<file path="config.mk">
export PLATFORM = sky130hd
export DESIGN_NAME = move_input_ctrl
export DESIGN_NICKNAME = d
export VERILOG_FILES = /design/src/rtl/move_input_ctrl.sv
export SDC_FILE = /design/constraint.sdc
export NUM_CORES = 1
export LEC_CHECK = 0
export ABC_CLOCK_PERIOD_IN_PS = 8800
export CORE_AREA = 2 2 83 85
export DETAILED_ROUTE_END_ITERATION = 6
export DIE_AREA = 0 0 85 87
export GPL_TIMING_DRIVEN = 0
export PLACE_DENSITY_LB_ADDON = 0.25
export SYNTH_ARGS = -nofsm -noshare
export SYNTH_HDL_FRONTEND = slang
export SYNTH_SLANG_ARGS = --single-unit
</file>
<file path="constraint.sdc">
create_clock -name Clk -period 8.8 [get_ports Clk]
set_clock_uncertainty 0.1 [all_clocks]
set_input_delay 2.64 -clock Clk [delete_from_list [all_inputs] [get_ports Clk]]
set_output_delay 2.64 -clock Clk [all_outputs]
set_load 0.05 [all_outputs]
</file>
<file path="src/rtl/move_input_ctrl.sv">
`default_nettype none
// ============================================================================
//  Module   : move_input_ctrl
//  Purpose  : N-channel button front end for the maze game. Synchronises and
//             debounces raw buttons, produces press / auto-repeat move events,
//             and serves them one at a time (fixed priority, index 0 first)
//             over a valid/ready handshake, counting coalesced events.
//  Revision : 1.0  initial release
// ============================================================================
module move_input_ctrl #(
  parameter int N_BTN        = 4,
  parameter int DB_CYCLES    = 4,
  parameter int REPEAT_DELAY = 16,
  parameter int REPEAT_RATE  = 4,
  parameter int DIR_W        = (N_BTN > 1) ? $clog2(N_BTN) : 1
) (
  input  logic             Clk,
  input  logic             Reset_n,
  input  logic [N_BTN-1:0] btn_in,
  input  logic             repeat_en,
  input  logic             move_ready,
  output logic             move_valid,
  output logic [DIR_W-1:0] move_dir,
  output logic [N_BTN-1:0] btn_state,
  output logic [7:0]       drop_cnt
);

  localparam int DBW = $clog2(DB_CYCLES + 1);
  localparam int HW  = $clog2(REPEAT_DELAY + 1);

  logic [N_BTN-1:0] w_event;
  logic [N_BTN-1:0] r_pend;
  logic [N_BTN-1:0] w_clr;
  logic [N_BTN-1:0] w_drop;
  logic [N_BTN-1:0] w_pend_nxt;
  logic             w_any;
  logic             w_load;
  logic [DIR_W-1:0] w_idx;
  logic [15:0]      w_ndrop;
  logic [15:0]      w_sum;
  logic [7:0]       w_drop_nxt;
  logic             r_valid;
  logic [DIR_W-1:0] r_dir;
  logic [7:0]       r_drop;

  // Per-channel synchroniser, debouncer and auto-repeat timer
  for (genvar i = 0; i < N_BTN; i++) begin : g_ch
    logic [1:0]     r_sync;
    logic           r_state;
    logic [DBW-1:0] r_db_cnt;
    logic [HW-1:0]  r_hold;
    logic           w_diff;
    logic           w_flip;
    logic           w_state_nxt;
    logic           w_press;
    logic           w_rep;
    logic [HW-1:0]  w_hold_inc;

    // A level change is accepted on the edge the mismatch count reaches DB_CYCLES
    assign w_diff      = r_sync[1] != r_state;
    assign w_flip      = w_diff && (r_db_cnt == DBW'(DB_CYCLES - 1));
    assign w_state_nxt = w_flip ? r_sync[1] : r_state;
    assign w_press     = w_state_nxt && !r_state;
    assign w_hold_inc  = r_hold + HW'(1);
    // Repeats only while the button stays held across this edge, so none on release
    assign w_rep       = repeat_en && r_state && w_state_nxt &&
                         (w_hold_inc == HW'(REPEAT_DELAY));

    // Two-flop synchroniser for the asynchronous button level
    always_ff @(posedge Clk or negedge Reset_n) begin
      if (!Reset_n) r_sync <= 2'b00;
      else          r_sync <= {r_sync[0], btn_in[i]};
    end

    // Debounce: count consecutive mismatching samples, clear on match or accept
    always_ff @(posedge Clk or negedge Reset_n) begin
      if (!Reset_n) begin
        r_state  <= 1'b0;
        r_db_cnt <= '0;
      end else begin
        r_state  <= w_state_nxt;
        r_db_cnt <= (w_diff && !w_flip) ? r_db_cnt + DBW'(1) : '0;
      end
    end

    // Hold timer: first repeat after REPEAT_DELAY, then every REPEAT_RATE cycles
    always_ff @(posedge Clk or negedge Reset_n) begin
      if (!Reset_n)                                 r_hold <= '0;
      else if (!repeat_en || !w_state_nxt || w_press) r_hold <= '0;
      else if (w_rep)                               r_hold <= HW'(REPEAT_DELAY - REPEAT_RATE);
      else                                          r_hold <= w_hold_inc;
    end

    assign w_event[i]   = w_press || w_rep;
    assign btn_state[i] = r_state;
  end

  // Lowest-index pending channel wins; work out grant, clears and drops
  always_comb begin
    w_any = |r_pend;
    w_idx = '0;
    for (int i = N_BTN - 1; i >= 0; i--) begin
      if (r_pend[i]) w_idx = DIR_W'(i);
    end
    w_load = !r_valid || move_ready;
    for (int i = 0; i < N_BTN; i++) begin
      w_clr[i] = w_load && w_any && (w_idx == DIR_W'(i));
    end
    // An event is lost only if its pending bit stays set through this edge
    w_drop     = w_event & r_pend & ~w_clr;
    w_pend_nxt = (r_pend & ~w_clr) | w_event;
    w_ndrop    = '0;
    for (int i = 0; i < N_BTN; i++) begin
      w_ndrop = w_ndrop + 16'(w_drop[i]);
    end
    w_sum      = 16'(r_drop) + w_ndrop;
    w_drop_nxt = (w_sum > 16'd255) ? 8'hFF : w_sum[7:0];
  end

  // Pending bits, output register and saturating drop counter
  always_ff @(posedge Clk or negedge Reset_n) begin
    if (!Reset_n) begin
      r_pend  <= '0;
      r_valid <= 1'b0;
      r_dir   <= '0;
      r_drop  <= 8'h00;
    end else begin
      r_pend <= w_pend_nxt;
      r_drop <= w_drop_nxt;
      if (w_load) begin
        r_valid <= w_any;
        if (w_any) r_dir <= w_idx;
      end
    end
  end

  assign move_valid = r_valid;
  assign move_dir   = r_dir;
  assign drop_cnt   = r_drop;

endmodule
`default_nettype wire

</file>
Word level (Yosys, flattened, before mapping)

Cells that the tools add are included.

Register bits: 59
Input port bits: 8
Output and inout bits: 15
Word-level logic and storage cells: 133

$add $sub $neg: 12
Order comparisons: 1
Equal/unequal tests: 15
Muxes and demuxes: 21
Bitwise gates (word level): 5
Reductions and logical operators: 59

Operators by type and width:

| cell                                                           | count |
|---|---|
| two-way mux 5 bit                                              | 8 |
| logical AND 1 bit                                              | 29 |
| adder 5 x 1 -> 5 bit (second input constant)                   | 4 |
| equality test 5 bit (second input constant)                    | 4 |
| logical NOT 1 bit                                              | 14 |
| logical OR 1 bit                                               | 13 |
| adder 3 x 1 -> 3 bit (second input constant)                   | 4 |
| AND 4 bit                                                      | 3 |
| equality test 3 x 2 -> 1 bit (second input constant)           | 4 |
| two-way mux 3 bit                                              | 4 |
| adder 8 x 4 -> 9 bit                                           | 1 |
| greater-than comparator 9 x 8 -> 1 bit (second input constant) | 1 |
| two-way mux 2 bit                                              | 4 |
| two-way mux 8 bit                                              | 1 |
| adder 3 x 1 -> 4 bit                                           | 1 |
| equality test 2 bit (second input constant)                    | 2 |
| two-way mux 1 bit                                              | 4 |
| inequality test 1 bit                                          | 4 |
| inverter 4 bit                                                 | 1 |
| OR 4 bit                                                       | 1 |
| OR reduction 4 bit                                             | 1 |
| adder 2 x 1 -> 3 bit                                           | 1 |
| adder 1 x 1 -> 2 bit                                           | 1 |
| equality test 2 x 1 -> 1 bit (second input constant)           | 1 |
| other kinds (2)                                                | 2 |

Logic depth before layout (Yosys ltp)

Gate-level depths: netlist of the first run.

Word-level depth: 14
Mapped depth: 14
Mapped depth without buffers: 14

Least setup slack after synthesis of the first run

OpenSTA, ideal clock, no wires.

Kind: input port to flip-flop
From: input port move_ready
To: register r_drop[7] (netlist: drop_cnt[7])
Setup time: 0.125 ns
Arrival: 5.256 ns
Data required time: 8.575 ns
Slack: 3.319 ns
Stages on the path: 13
Path buffers: 1
Cells stage by stage: nor2b_1 clkbuf_1 o31ai_2 nor3_1 a21oi_1 fa_1 fa_1 inv_1 fa_1 and3_1 and2_1 nand2b_1 mux2_2

Word-level cells in the longest chain between the ends: 11
Elaborated cells between the ends (all ways): 14
Classes of those cells: add/sub (4); order compare (1); mux (1); bitwise (2); reduce/logical (6)

RTL lines:

| element                                | RTL line | text |
|---|---|---|
| start, declared                        | 21       | `input logic move_ready,` |
| logical OR 1 bit *                     | 105      | `w_load = !r_valid \|\| move_ready;` |
| logical AND 1 bit *                    | 107      | `w_clr[i] = w_load && w_any && (w_idx == DIR_W'(i));` |
| logical AND 1 bit                      | 107      |  |
| inverter 4 bit *                       | 110      | `w_drop = w_event & r_pend & ~w_clr;` |
| AND 4 bit *                            | 110      |  |
| adder 1 x 1 -> 2 bit                   | 114      | `w_ndrop = w_ndrop + 16'(w_drop[i]);` |
| adder 2 x 1 -> 3 bit                   | 114      |  |
| adder 3 x 1 -> 4 bit *                 | 114      |  |
| adder 8 x 4 -> 9 bit *                 | 116      | `w_sum = 16'(r_drop) + w_ndrop;` |
| greater-than comparator 9 x 8 -> 1 bit | 117      | `w_drop_nxt = (w_sum > 16'd255) ? 8'hFF : w_sum[7:0];` |
| two-way mux 8 bit *                    | 117      |  |
| net w_drop_nxt[7]                      | 41       | `logic [7:0] w_drop_nxt;` |
| end signal, assigned                   | 129      | `r_drop <= w_drop_nxt;` |
| end, declared                          | 44       | `logic [7:0] r_drop;` |

The timed path passes the listed nets; every way through them passes the cells marked *.
A chain may end at the register's enable or synchronous reset.

Final worst setup path of the first run

From: input port repeat_en
To: register r_drop[7] (netlist: drop_cnt[7])

Word-level cells in the longest chain between the ends: 12
Elaborated cells between the ends (all ways): 24
Classes of those cells: add/sub (4); order compare (1); mux (1); bitwise (2); reduce/logical (16)

RTL lines:

| element                                | RTL line | text |
|---|---|---|
| start, declared                        | 20       | `input logic repeat_en,` |
| logical AND 1 bit (3 in a row)         | 66       | `assign w_rep = repeat_en && r_state && w_state_nxt &&` |
| logical OR 1 bit                       | 94       | `assign w_event[i] = w_press \|\| w_rep;` |
| AND 4 bit * (2 in a row)               | 110      |  |
| adder 1 x 1 -> 2 bit                   | 114      |  |
| adder 2 x 1 -> 3 bit                   | 114      |  |
| adder 3 x 1 -> 4 bit *                 | 114      |  |
| adder 8 x 4 -> 9 bit *                 | 116      |  |
| greater-than comparator 9 x 8 -> 1 bit | 117      |  |
| two-way mux 8 bit *                    | 117      |  |
| net w_drop_nxt[7]                      | 41       |  |

Marked as above.

==> report_table.html, run 1 <==
<table>
<tr><th>Metric</th><th>Value</th></tr>
<tr><th colspan="2">Die</th></tr>
<tr><td>Site row count</td><td>30</td></tr>
<tr><td>Die extent in x</td><td>85 um</td></tr>
<tr><td>Std-Cell Core Area</td><td>6569 um2</td></tr>
<tr><td>Vertical die dimension</td><td>87 um</td></tr>
<tr><td>Starting density of the core</td><td>0.4284</td></tr>
<tr><td>Die ar.</td><td>7395 um2</td></tr>
<tr><td>Top Ports</td><td>23</td></tr>
<tr><th colspan="2">GRT</th></tr>
<tr><td>Sum of overflow across all layers after global routing</td><td>0</td></tr>
<tr><td>Antenna violations before repair</td><td>0</td></tr>
<tr><td>Wire length of the first global-routing pass</td><td>8114 um</td></tr>
<tr><td>Number of global-route vias before repair</td><td>1936</td></tr>
<tr><td>Pin count of the biggest net entering global routing</td><td>41</td></tr>
<tr><td>Total routing resource utilization after global routing</td><td>0.1394</td></tr>
<tr><th colspan="2">Logic synthesis</th></tr>
<tr><td>Syn_nets</td><td>286</td></tr>
<tr><td>Seq cells post-synth</td><td>59</td></tr>
<tr><td>Cell area after synthesis</td><td>2814 um2</td></tr>
<tr><td>Cell type with the largest total area after synthesis</td><td>dfrtp_1</td></tr>
<tr><td>Proportion of synthesized flip-flops having asynchronous set or reset</td><td>1.000</td></tr>
<tr><td>Area fraction of the dominant cell type after synthesis</td><td>0.5247</td></tr>
<tr><td>Mean cell area of the mapped netlist</td><td>10.82 um2</td></tr>
<tr><td>Number of different library cells in the post-synthesis netlist</td><td>48</td></tr>
<tr><td>Top post-synthesis cells by area</td><td>dfrtp_1 (52%), ha_1 (6.7%), xor2_1 (3.4%)</td></tr>
<tr><td>Number of enable flip-flop cells after synthesis</td><td>0</td></tr>
<tr><td>Most used DFF post-synth</td><td>dfrtp_1</td></tr>
<tr><td>Count of mapped cells out of synthesis</td><td>260</td></tr>
<tr><td>Post-synthesis sequential area ratio</td><td>0.5247</td></tr>
<tr><td>Ys Warns</td><td>0</td></tr>
<tr><th colspan="2">Pwr</th></tr>
<tr><td>Pwr dens</td><td>237.4 nW/um2</td></tr>
<tr><td>Sw Pwr</td><td>268.5 uW</td></tr>
<tr><td>Share of power burned in registers</td><td>0.448</td></tr>
<tr><td>Design internal power</td><td>521.7 uW</td></tr>
<tr><td>Clock group share of total power</td><td>0.276</td></tr>
<tr><td>Static leakage</td><td>1.587 nW</td></tr>
<tr><td>Switching power as a share of total power</td><td>0.3397</td></tr>
<tr><td>Peak supply drop</td><td>0.0001671 V</td></tr>
<tr><td>Combinational power share</td><td>0.276</td></tr>
<tr><th colspan="2">Placed design</th></tr>
<tr><td>Hpwl dp</td><td>3353 um</td></tr>
<tr><td>Worst setup slack after placement</td><td>2.390 ns</td></tr>
<tr><td>Input/output buffers</td><td>22</td></tr>
<tr><td>Placed Cells incl. Taps</td><td>363</td></tr>
<tr><td>Routability-driven placement congestion ratio</td><td>0.7757</td></tr>
<tr><th colspan="2">STA</th></tr>
<tr><td>Slew Limit Headroom</td><td>0.6681</td></tr>
<tr><td>Final critical path time including I/O delays and setup</td><td>6.004 ns</td></tr>
<tr><td>Final setup violation count</td><td>0</td></tr>
<tr><td>Final max-slew violation count</td><td>0</td></tr>
<tr><td>FMAX</td><td>166.6 MHz</td></tr>
<tr><td>Tcrit/Tclk final</td><td>0.6822</td></tr>
<tr><td>Setup repair after global routing missed its margin</td><td>false</td></tr>
<tr><td>Final sum of negative setup slack</td><td>0 ns</td></tr>
<tr><td>Count of final hold-check violations</td><td>0</td></tr>
<tr><td>Final critical-path setup slack</td><td>2.796 ns</td></tr>
<tr><td>Worst-Margin Slew</td><td>0.4963 ns</td></tr>
<tr><th colspan="2">Final layout</th></tr>
<tr><td>Most frequent standard cell in the layout excluding fill and tap cells</td><td>dfrtp_1</td></tr>
<tr><td>Most frequent cells in the layout</td><td>dfrtp_1 (59), nor2_1 (24), clkdlybuf4s50_1 (21), nand2_1 (20), inv_1 (17)</td></tr>
<tr><td>Share of final-layout standard cells stronger than drive strength 1</td><td>0.1104</td></tr>
<tr><td>Synth-to-layout area growth</td><td>18.27%</td></tr>
<tr><td>Area of combinational cells with multiple inputs</td><td>1232 um2</td></tr>
<tr><td>Number of antenna cells inserted</td><td>0</td></tr>
<tr><td>Net count of the finished layout</td><td>320</td></tr>
<tr><td>Final Instance Count excl. Fillers</td><td>379</td></tr>
<tr><td>Number of fill cells</td><td>578</td></tr>
<tr><td>Register cell area after layout</td><td>1476 um2</td></tr>
<tr><th colspan="2">CTS</th></tr>
<tr><td>Clock latency on the worst-skew pair</td><td>0.33 ns</td></tr>
<tr><td>Post-CTS setup repair buffer count</td><td>0</td></tr>
<tr><td>Clock Pin Slew Worst Setup and Hold Paths</td><td>0.06 ns</td></tr>
<tr><td>TritonCTS clock tree</td><td>done</td></tr>
<tr><td>CTS buffer count</td><td>9</td></tr>
<tr><td>Hold-fix buffer count after cts</td><td>0</td></tr>
<tr><td>Post-cts gate resize count</td><td>0</td></tr>
<tr><td>CTS HTree Levels</td><td>3</td></tr>
<tr><td>Number of sinks driven by the clock tree</td><td>59</td></tr>
<tr><td>Maximum buffer depth of the clock tree</td><td>2</td></tr>
<tr><td>Clock Tree Root</td><td>clkbuf_8</td></tr>
<tr><th colspan="2">Worst setup path</th></tr>
<tr><td>Sort of element at the start of the critical path</td><td>input pin</td></tr>
<tr><td>Critical path peak fanout</td><td>6</td></tr>
<tr><td>Setup crit end kind</td><td>flip-flop</td></tr>
<tr><td>Register-to-register setup slack</td><td>4.92 ns</td></tr>
<tr><td>CP Class</td><td>input pin to flip-flop</td></tr>
<tr><td>Crit path required time</td><td>8.92 ns</td></tr>
<tr><td>Crit path arrival time</td><td>6.12 ns</td></tr>
<tr><th colspan="2">Flow run</th></tr>
<tr><td>Max cap viols</td><td>0</td></tr>
<tr><th colspan="2">Drt</th></tr>
<tr><td>Overall via count from detail_route</td><td>1932</td></tr>
<tr><td>Count of nets left with antenna violations after detail routing</td><td>0</td></tr>
<tr><td>Number of DRC markers in iteration 0</td><td>60</td></tr>
<tr><td>Avg WL per Cell</td><td>12.22 um</td></tr>
<tr><td>Count of TritonRoute iterations in the first routing pass</td><td>4</td></tr>
<tr><td>Detailed Route WL</td><td>4633 um</td></tr>
<tr><td>Number of remaining DRC errors</td><td>0</td></tr>
<tr><td>Via density</td><td>5.098</td></tr>
<tr><th colspan="2">Outcome</th></tr>
<tr><td>Status</td><td>complete, no violations</td></tr>
<tr><th colspan="2">Hold path</th></tr>
<tr><td>HP Class</td><td>flip-flop to flip-flop</td></tr>
</table>
==> cell usage after synthesis (4+ instances only) <==
library cell	number
xor2_1	11
o211ai_1	4
nor2b_1	7
nand2_1	20
nor2_1	24
inv_1	17
or2_1	4
and3_1	6
dfrtp_1	59
xnor2_1	4
buf_4	4
ha_1	15
nand4_1	4
nand2b_1	8
a21oi_1	9
nand3_1	8
o21ai_0	7
==> worst max-delay path, stage by stage <==
cell and delay [ns]:
clkdlybuf4s50_1 0.64, o211ai_1 0.27, nor3b_1 0.33, o211ai_1 0.18, fa_1 0.57, fa_1 0.21
inv_1 0.06, fa_1 0.40, and3_1 0.22, and2_1 0.20, nand2b_1 0.14, mux2_2 0.26
==> path summary, 6_finish.rpt <==
kind / endpoint / from / cells past startpoint
setup reg to reg: drop_cnt[7] / g_ch[0].r_db_cnt[0] / 14
min in group asynchronous: g_ch[2].r_db_cnt[2] / Reset_n / 1
hold reg to reg: g_ch[2].r_sync[1] / g_ch[2].r_sync[0] / 0
setup / recovery: drop_cnt[7] / repeat_en / 12
max in group asynchronous: g_ch[0].r_hold[3] / Reset_n / 2
hold / removal: g_ch[2].r_sync[1] / g_ch[2].r_sync[0] / 0
==> layer usage <==
layer | vias up | global-route usage | part of all wire
met5 | - | 0 | 0
met4 | 0 | 0.08225 | 0.033
met3 | 11 | 0.04171 | 0.030
met2 | 23 | 0.2166 | 0.45
met1 | 925 | 0.1725 | 0.48
li1 | 973 | - | -
==> flip-flops by register name, indices dropped and copies added, names as in the netlist <==
register and flops:
g_ch.r_hold 20, g_ch.r_db_cnt 12, drop_cnt 8, g_ch.r_sync 8, g_ch.r_state 4, r_pend 4, move_dir 2, move_valid 1
==> kinds of logic after synthesis <==
kind of cell | synth area share
DFF | 0.5247
xor gates and xnor gates | 0.04669
buffers and inverters | 0.03735
and+or+nand+nor | 0.1694
muxes | 0.01512
AOI/OAI and AO/OA | 0.1187
adders and majority gates | 0.08804
==> power groups by stage <==
| stage | Clock (mW) | Combinational (mW) | Sequential (mW) |
|---|---|---|---|
| finish | 0.218 | 0.218 | 0.354 |
| global route | 0.239 | 0.247 | 0.362 |
| CTS | 0.227 | 0.223 | 0.355 |
| detailed placement | 0 | 0.221 | 0.359 |
| global placement | 0 | 0.217 | 0.358 |
| floorplan | 0 | 0.132 | 0.379 |
==> area by class of cell <==
class                   instances  area share
multi-input cells             177      0.3703
plain buffers                   5     0.01015
flip-flops and latches         59      0.4436
clock inverters                 5    0.008271
well taps                      80     0.03008
clock buffers                  11     0.04549
inverters                      19     0.02143
repair buffers                 23     0.07068
==> stage by stage <==
step                cell area (um2)  hold slack, ns  power [mW]  utilization
detailed placement             3149          0.2347      0.5800       0.4794
floorplan                      2814          0.2312      0.5114            -
CTS                            3328          0.2495      0.8040       0.5067
global route                   3328          0.2568      0.8481       0.5067
finish                         3328          0.2472      0.7902       0.5067
global placement               3134          0.2311      0.5741       0.4771
Power figures use the tool's default switching activity.
==> run 2, diff against run 1 <==
--- a/config.mk
+++ b/config.mk
@@ -5,7 +5,7 @@
 export SDC_FILE = /design/constraint.sdc
 export NUM_CORES = 1
 export LEC_CHECK = 0
-export ABC_CLOCK_PERIOD_IN_PS = 8800
+export ABC_CLOCK_PERIOD_IN_PS = 4900
 export CORE_AREA = 2 2 83 85
 export DETAILED_ROUTE_END_ITERATION = 6
 export DIE_AREA = 0 0 85 87
==> constraint.sdc (replaced) <==
create_clock -name Clk -period 4.9 [get_ports Clk]
set_clock_uncertainty 0.1 [all_clocks]
set_input_delay 1.47 -clock Clk [delete_from_list [all_inputs] [get_ports Clk]]
set_output_delay 1.47 -clock Clk [all_outputs]
set_load 0.05 [all_outputs]
==> run 2 against run 1 <==
  * Largest cell class unchanged
  * Wire length grew 0.22%
  * Critical endpoint unchanged
  * First-iteration DRC count down 5.0%
  * Global-route usage stayed put
  * Die area did not move
  * Via count rose by 0.52%
==> report_table.html, run 2 (synthesized netlist as in run 1, its figures left out) <==
<table>
<tr><th>Metric</th><th>Value</th></tr>
<tr><th colspan="2">Final layout</th></tr>
<tr><td>Utilization after layout</td><td>0.5093</td></tr>
<tr><td>Number of fill cells</td><td>577</td></tr>
<tr><td>Register containing the most flip-flops in the final layout</td><td>g_ch.r_hold</td></tr>
<tr><td>Max FFs per register</td><td>20</td></tr>
<tr><td>Most frequent cells in the layout</td><td>dfrtp_1 (59), nor2_1 (24), nand2_1 (20), clkdlybuf4s50_1 (20), inv_1 (17)</td></tr>
<tr><td>Most frequent standard cell in the layout excluding fill and tap cells</td><td>dfrtp_1</td></tr>
<tr><td>Net count of the finished layout</td><td>322</td></tr>
<tr><td>Number of antenna cells inserted</td><td>0</td></tr>
<tr><td>Share of final-layout standard cells stronger than drive strength 1</td><td>0.1163</td></tr>
<tr><td>Largest regs</td><td>g_ch.r_hold x20, g_ch.r_db_cnt x12</td></tr>
<tr><td>Synth-to-layout area growth</td><td>18.90%</td></tr>
<tr><td>Final standard cell area without fillers</td><td>3346 um2</td></tr>
<tr><th colspan="2">Worst setup path</th></tr>
<tr><td>Setup crit end kind</td><td>flip-flop</td></tr>
<tr><td>Critical path peak fanout</td><td>9</td></tr>
<tr><td>CP Class</td><td>input pin to flip-flop</td></tr>
<tr><td>Crit path required time</td><td>5.02 ns</td></tr>
<tr><td>Sort of element at the start of the critical path</td><td>input pin</td></tr>
<tr><td>Crit path arrival time</td><td>4.72 ns</td></tr>
<tr><th colspan="2">Drt</th></tr>
<tr><td>Number of remaining DRC errors</td><td>0</td></tr>
<tr><td>Number of DRC markers in iteration 0</td><td>57</td></tr>
<tr><td>Detailed Route WL</td><td>4643 um</td></tr>
<tr><td>Count of TritonRoute iterations in the first routing pass</td><td>4</td></tr>
<tr><td>Count of nets left with antenna violations after detail routing</td><td>0</td></tr>
<tr><td>Via density</td><td>5.097</td></tr>
<tr><td>Overall via count from detail_route</td><td>1942</td></tr>
<tr><td>Avg WL per Cell</td><td>12.19 um</td></tr>
<tr><th colspan="2">STA</th></tr>
<tr><td>Setup repair after global routing missed its margin</td><td>false</td></tr>
<tr><td>Worst hold slack</td><td>0.2472 ns</td></tr>
<tr><td>Final setup violation count</td><td>0</td></tr>
<tr><td>Final max-slew violation count</td><td>0</td></tr>
<tr><td>Slew Limit Headroom</td><td>0.6681</td></tr>
<tr><td>Final critical path time including I/O delays and setup</td><td>4.607 ns</td></tr>
<tr><td>Worst-Margin Slew</td><td>0.4963 ns</td></tr>
<tr><td>Count of final hold-check violations</td><td>0</td></tr>
<tr><td>FMAX</td><td>217.0 MHz</td></tr>
<tr><td>Tcrit/Tclk final</td><td>0.9403</td></tr>
<tr><th colspan="2">CTS</th></tr>
<tr><td>Clock latency on the worst-skew pair</td><td>0.33 ns</td></tr>
<tr><td>CTS buffer count</td><td>9</td></tr>
<tr><td>Maximum buffer depth of the clock tree</td><td>2</td></tr>
<tr><td>Clock Tree Root</td><td>clkbuf_8</td></tr>
<tr><td>CTS HTree Levels</td><td>3</td></tr>
<tr><td>Clock Pin Slew Worst Setup and Hold Paths</td><td>0.06 ns</td></tr>
<tr><td>TritonCTS clock tree</td><td>done</td></tr>
<tr><td>Hold-fix buffer count after cts</td><td>0</td></tr>
<tr><td>Number of sinks driven by the clock tree</td><td>59</td></tr>
<tr><th colspan="2">Placed design</th></tr>
<tr><td>Input/output buffers</td><td>22</td></tr>
<tr><td>Routability-driven placement congestion ratio</td><td>0.7757</td></tr>
<tr><td>Area after DPL</td><td>3149 um2</td></tr>
<tr><td>Hpwl dp</td><td>3353 um</td></tr>
<tr><th colspan="2">Pwr</th></tr>
<tr><td>Static leakage</td><td>1.605 nW</td></tr>
<tr><td>Peak supply drop</td><td>0.0003008 V</td></tr>
<tr><td>Pwr dens</td><td>425.7 nW/um2</td></tr>
<tr><th colspan="2">Die</th></tr>
<tr><td>Die ar.</td><td>7395 um2</td></tr>
<tr><td>Starting density of the core</td><td>0.4284</td></tr>
<tr><td>Vertical die dimension</td><td>87 um</td></tr>
<tr><td>Die extent in x</td><td>85 um</td></tr>
<tr><td>Top Ports</td><td>23</td></tr>
<tr><td>Std-Cell Core Area</td><td>6569 um2</td></tr>
<tr><td>Site row count</td><td>30</td></tr>
<tr><th colspan="2">Flow run</th></tr>
<tr><td>Max cap viols</td><td>0</td></tr>
<tr><th colspan="2">Hold path</th></tr>
<tr><td>HP Class</td><td>flip-flop to flip-flop</td></tr>
<tr><th colspan="2">GRT</th></tr>
<tr><td>Met2 routing resource usage after global routing</td><td>0.2166</td></tr>
<tr><td>Total routing resource utilization after global routing</td><td>0.1394</td></tr>
<tr><td>Wire length of the first global-routing pass</td><td>8114 um</td></tr>
<tr><td>Most congested layer reported by global routing</td><td>met2</td></tr>
<tr><td>Fraction of met1 tracks used by global routing</td><td>0.1725</td></tr>
<tr><td>Pin count of the biggest net entering global routing</td><td>41</td></tr>
<tr><td>Antenna violations before repair</td><td>0</td></tr>
<tr><td>Number of global-route vias before repair</td><td>1936</td></tr>
<tr><td>Sum of overflow across all layers after global routing</td><td>0</td></tr>
<tr><td>GR met3 Demand/Resource</td><td>0.04171</td></tr>
<tr><th colspan="2">Outcome</th></tr>
<tr><td>Status</td><td>complete, no violations</td></tr>
</table>
==> run 2: cell types whose count changed in the layout (fill, tap and decap cells not counted), sizes merged <==
| cell | delta |
|---|---|
| buf | +2 |
| dlymetal6s2s | +1 |
| clkdlybuf4s50 | -1 |
==> run 2: path summary, 6_finish.rpt <==
path | from | to | slack (ns) | cells past startpoint
max | move_ready | drop_cnt[7] | 0.29 | 14
min | g_ch[2].r_sync[0] | g_ch[2].r_sync[1] | 0.25 | 0
max reg2reg | g_ch[0].r_db_cnt[0] | drop_cnt[7] | 1.09 | 14
min reg2reg | g_ch[2].r_sync[0] | g_ch[2].r_sync[1] | 0.25 | 0
max in group asynchronous | Reset_n | g_ch[0].r_hold[3] | 3.15 | 2
min in group asynchronous | Reset_n | g_ch[2].r_db_cnt[2] | 0.99 | 1
==> run 2: where the power goes <==
| part | leakage (nW) | internal [mW] | switching, mW |
|---|---|---|---|
| sequential | 0.778 | 0.570 | 0.0658 |
| clock | 0.0949 | 0.207 | 0.185 |
| combinational | 0.732 | 0.164 | 0.233 |
| total | 1.60 | 0.941 | 0.483 |
==> run 2: cell type report <==
| type | count | area, um2 | share of cell area |
|---|---|---|---|
| Multi-Input combinational cell | 177 | 1232 | 0.3684 |
| Clock buffer | 11 | 151.4 | 0.04525 |
| Inverter | 19 | 71.32 | 0.02132 |
| Tap cell | 80 | 100.1 | 0.02992 |
| Timing Repair Buffer | 25 | 252.7 | 0.07554 |
| Clock inverter | 5 | 27.53 | 0.008227 |
| Buffer | 5 | 33.78 | 0.01010 |
| Sequential cell | 59 | 1476 | 0.4413 |
==> run 2: worst max-delay path: stages <==
cell and delay, ns:
clkdlybuf4s50_1 0.40, nor2b_1 0.11, clkbuf_1 0.30, o31ai_2 0.13, nor3_1 0.19, a21oi_1 0.11, fa_1 0.52, fa_1 0.21
inv_1 0.06, fa_1 0.40, and3_1 0.22, and2_1 0.20, nand2b_1 0.14, mux2_2 0.26
==> run 2: timing repair <==
action | CTS | global route
buffers inserted | 0 | 2
endpoints found under the setup margin | 0 | 6
resized for setup | 0 | 1
==> run 2: through the flow <==
| stage | instances | setup TNS [ns] | setup slack [ns] | power [mW] |
|---|---|---|---|---|
| floorplan | 260 | 0 | 0.5894 | 0.9184 |
| global placement | 362 | -1.679 | -0.3232 | 1.031 |
| detailed placement | 363 | -1.899 | -0.3396 | 1.042 |
| CTS | 379 | 0 | 0.02011 | 1.444 |
| global route | 381 | 0 | 0.06825 | 1.528 |
| finish | 381 | 0 | 0.2927 | 1.424 |
==> run 2: layer usage <==
layer  share of wire  vias up
met3           0.030       11
met1            0.48      929
met5               0        -
met2            0.46       25
met4           0.033        0
li1                -      977
